## config.mk

```make
export PLATFORM = sky130hd
export DESIGN_NAME = rr_arbiter_8
export DESIGN_NICKNAME = d
export VERILOG_FILES = /design/src/rtl/rr_arbiter_8.sv
export SDC_FILE = /design/constraint.sdc
export NUM_CORES = 1
export LEC_CHECK = 0
export ABC_AREA = 1
export CAP_MARGIN = 0
export CORE_MARGIN = 5
export CORE_UTILIZATION = 30
export DETAILED_ROUTE_END_ITERATION = 10
export PLACE_DENSITY = 0.53
export SLEW_MARGIN = 40
export SYNTH_ARGS = -nofsm -noshare
export SYNTH_HDL_FRONTEND = slang
export SYNTH_SLANG_ARGS = --single-unit
```

## constraint.sdc

```tcl
create_clock -name clk -period 2.7 [get_ports clk]
set_input_delay 0.27 -clock clk [delete_from_list [all_inputs] [get_ports clk]]
set_output_delay 0.27 -clock clk [all_outputs]
set_load 0.02 [all_outputs]
```

## src/rtl/rr_arbiter_8.sv

```systemverilog
// Eight-way round-robin arbiter with a bounded hold time.
// A grant is issued from IDLE, held in BUSY until the owner signals done,
// drops its request, arbitration is disabled, or the hold counter expires.
// Every release rotates priority so the last winner becomes lowest priority.
// There is always at least one IDLE cycle between two grants.
module rr_arbiter_8 #(
  parameter int MAX_HOLD = 16
) (
  input  logic       clk,
  input  logic       rst_n,
  input  logic       en,
  input  logic [7:0] req,
  input  logic       done,
  output logic [7:0] grant,
  output logic       gnt_valid,
  output logic [2:0] gnt_idx,
  output logic       timeout
);

  localparam logic [0:0] IDLE = 1'b0;
  localparam logic [0:0] BUSY = 1'b1;

  // Counter value in the last cycle a grant may be held.
  localparam logic [7:0] HOLD_LAST = 8'(MAX_HOLD - 1);

  logic [0:0] state;
  logic [2:0] ptr;
  logic [7:0] hold_cnt;

  logic       pick_found;
  logic [2:0] pick_idx;
  logic [2:0] cand;
  logic       rel_normal;
  logic       rel_expire;

  // Rotating priority search: first set request at or above ptr, wrapping 7->0.
  // NOTE: every variable assigned in always_comb gets a default first, so no
  // path leaves it unassigned and no latch is inferred.
  always_comb begin
    pick_found = 1'b0;
    pick_idx   = 3'd0;
    cand       = 3'd0;
    // Scan from the farthest candidate down so the nearest one wins last.
    for (int k = 7; k >= 0; k--) begin
      cand = ptr + 3'(k);
      if (req[cand]) begin
        pick_found = 1'b1;
        pick_idx   = cand;
      end
    end
  end

  // Release conditions while a grant is active.
  always_comb begin
    rel_normal = done | ~req[gnt_idx] | ~en;
    rel_expire = (hold_cnt == HOLD_LAST);
  end

  // Arbiter state, grant outputs, priority pointer and hold counter.
  // NOTE: the reset is asynchronous and active-low, so it appears in the
  // sensitivity list and clears all state without waiting for a clock edge.
  always_ff @(posedge clk or negedge rst_n) begin
    if (!rst_n) begin
      state     <= IDLE;
      grant     <= 8'd0;
      gnt_valid <= 1'b0;
      gnt_idx   <= 3'd0;
      timeout   <= 1'b0;
      ptr       <= 3'd0;
      hold_cnt  <= 8'd0;
    end else begin
      // NOTE: sequential state uses non-blocking assignments so every register
      // samples pre-edge values and the block order does not matter.
      timeout <= 1'b0;
      case (state)
        IDLE: begin
          if (en && pick_found) begin
            state     <= BUSY;
            grant     <= 8'd1 << pick_idx;
            gnt_valid <= 1'b1;
            gnt_idx   <= pick_idx;
            hold_cnt  <= 8'd0;
          end
        end
        BUSY: begin
          if (rel_normal || rel_expire) begin
            state     <= IDLE;
            grant     <= 8'd0;
            gnt_valid <= 1'b0;
            gnt_idx   <= 3'd0;
            hold_cnt  <= 8'd0;
            ptr       <= gnt_idx + 3'd1;
            // A forced release only counts as a timeout when nothing else
            // would have released the grant in the same cycle.
            timeout   <= rel_expire & ~rel_normal;
          end else begin
            hold_cnt  <= hold_cnt + 8'd1;
          end
        end
        default: begin
          state     <= IDLE;
          grant     <= 8'd0;
          gnt_valid <= 1'b0;
          gnt_idx   <= 3'd0;
          hold_cnt  <= 8'd0;
        end
      endcase
    end
  end

endmodule
```

==> flow_summary.ini <==
[outcome]
status = completed

[global_routing]
grt_max_degree = 26
grt_pass1_vias = 1772
track_usage_pct = 13.1
antenna_found_initial = 0
grt_overflow = 0
grt_first_pass_wirelength_um = 8250

[critical_path]
cp.required_ns = 2.87
worst_setup_path_end_kind = register
critical_path.top_delay_family = simple AND/OR/NAND/NOR gates
critical_path_class = reg -> reg
cp.depth = 14
worst-path-max-fanout = 10
slowest_delay_ns = 0.50
path_cells = inv_6 > ha_1 > inv_1 > nand3_1 > nand3_1 > nand2_1 > nor2_1 > nand4_2 > nand3_4 > inv_2 > nand2_1 > inv_1 > nand3_1 > nand2_1
crit_buf_inv = 4
start_kind = register
arrival_ns = 2.62
reg2reg_depth = 14
crit_slowest_cell = dfrtp_2

[floorplanning]
fp.dieW_um = 89.3
row_count = 28
start_util_pct = 31.3
die_h_um = 89.3
io_pins = 25
core-area_mm2 = 0.00603
dieArea_mm2 = 0.00798

[synthesis]
yosysTopAreaCellShare_pct = 33.2
synth_edf_count = 0
ys_warn_count = 0
synth_top_cells_by_area = dfrtp_1 33%, nand2_1 16%, nand3_1 11%, inv_1 6.0%, nor2_1 3.6%
syn_nets = 289
ys_seq_area_share_pct = 33.2
syn_inst = 273
synth_largest_area_cell = dfrtp_1
ys_types = 31
netlist_area_mm2 = 0.00189
async_flop_share_pct = 100
synth_ff_type = dfrtp_1
synth_seq_cells = 25
postSynthAreaPerCell_um2 = 6.91

[sta]
tns_ns = 0
max_freq_ghz = 0.408
fin_crit_ns = 2.45
setup_viol = 0
timing.final.crit_share_pct = 90.7
hold_viol = 0
max_slew_margin_pct = 78.6
finalMaxSlewViolations = 0
fin_worst_skew_ns = 0.00807
rsz0062_at_grt = no
worst_slew_pin_slew_ns = 0.321

[power_and_ir_drop]
powerDensity_mw_per_mm2 = 1350
peakVddDrop_mv = 0.584
p_total_mw = 3.04
p_leak_nw = 1.11

[cells_and_area]
n_fill_cell = 660
diodes = 0
drive_gt1_share_pct = 14.0
syn_to_final_growth_pct = 19.7
final_nets = 317

[routing]
num_vias = 1822
drt_iter0_drc = 86
wl_per_cell_um = 12.8
finalWirelength_um = 4820
avgViaCountPerCell = 4.86
antenna_left = 0
drc_errors = 0
drt_pass1_iterations = 4

[clocking]
htree_num_levels = 1
numCtsBuffers = 3
cts-resized-gates = 0
hold_buffers = 0
cts_tree = built
clk_path_buf_depth = 2
clkTransAtPathRegs_ns = 0.10
cts_setup_buffers = 0
cts_root_buf = clkbuf_8
clk-insertion-delay-late_ns = 0.28
clock_sink_count = 25

[worst_hold_path]
hold_class = in -> async

[placement]
dpl.hpwl_um = 3820
globalplace.congestion = 0.888
port_buffers = 24

[job]
maxCapViolCount = 0
==> through the flow <==
stage                     cells  hold WS, ns  utilization, %  setup slack (ns)  area [um^2]
after CTS                   375        0.366            37.5             0.170         2260
after global placement      371        0.471            36.6             0.218         2210
final                       375        0.344            37.5             0.251         2260
after detailed placement    371        0.467            36.6             0.191         2210
after floorplan             273      -0.0256               -             0.564         1890
after global routing        375        0.389            37.5           0.00459         2260
==> flip-flops by register name, summed over array words and instances, names as in the netlist <==
signal	flops
gnt_idx	3
gnt_valid	1
grant	8
hold_cnt	8
ptr	3
state	1
timeout	1
==> where the power goes <==
part           switching, mW  internal (mW)  total (mW)
clock                  0.129          0.105       0.234
sequential            0.0994          0.467       0.566
combinational           1.49          0.756        2.24
==> final cells by class <==
cell class | count | area, um^2 | area share [%]
clock buffer | 3 | 41.3 | 1.83
clock inverter | 1 | 7.51 | 0.332
inverter | 41 | 166 | 7.37
multi-input combinational | 204 | 1070 | 47.3
sequential | 25 | 627 | 27.8
tap | 75 | 93.8 | 4.16
timing repair buffer | 26 | 255 | 11.3
==> logic make-up after synthesis <==
family                     Yosys count  synth area share (%)
AOI/OAI and AO/OA                   30                  9.35
adders and majority gates            4                  2.65
and+or+nand+nor                    165                  42.2
DFF                                 25                  33.2
xor gates and xnor gates             5                  2.32
buffers and inverters               44                  10.3
==> layout by cell type (no fill, tap or decap), drive strengths merged, types with 3 or more instances in the layout <==
cell type and n:
a21oi 7, clkbuf 3, clkdlybuf4s50 24, dfrtp 25, ha 4, inv 40
nand2 92, nand3 47, nand4 4, nor2 20, o21ai 12, o22ai 7
xor2 3
==> synth_stat cells, types with 4 or more instances <==
library cell	count
dfrtp_1	25
nand3_1	40
nor2_1	18
o22ai_1	7
inv_1	30
a21oi_1	6
nand2_1	79
inv_2	8
nand2_2	10
ha_1	4
o21ai_0	11
nand3_2	6
==> metal layers <==
metal / routed length [um] / global-route usage [%] / up-vias
li1: - / - / 938
met1: 2290 / 18.4 / 826
met2: 2190 / 20.8 / 51
met3: 273 / 2.30 / 7
met4: 66 / 3.79 / 0
met5: 0 / 0 / -
==> worst paths after layout <==
| path | from | endpoint | slack [ns] |
|---|---|---|---|
| worst max-delay path | ptr[1]$_DFFE_PN0P_ | grant[1]$_DFFE_PN0P_ | 0.25 |
| worst min-delay path | rst_n | hold_cnt[6]$_DFFE_PN0P_ | 0.34 |
| worst max register to register | ptr[1]$_DFFE_PN0P_ | grant[1]$_DFFE_PN0P_ | 0.25 |
| worst min register to register | grant[5]$_DFFE_PN0P_ | grant[5]$_DFFE_PN0P_ | 0.48 |
| max in group asynchronous | rst_n | ptr[1]$_DFFE_PN0P_ | 2.09 |
| min in group clk | grant[5]$_DFFE_PN0P_ | grant[5]$_DFFE_PN0P_ | 0.48 |
Note: power is estimated with default switching activity, not from simulation.
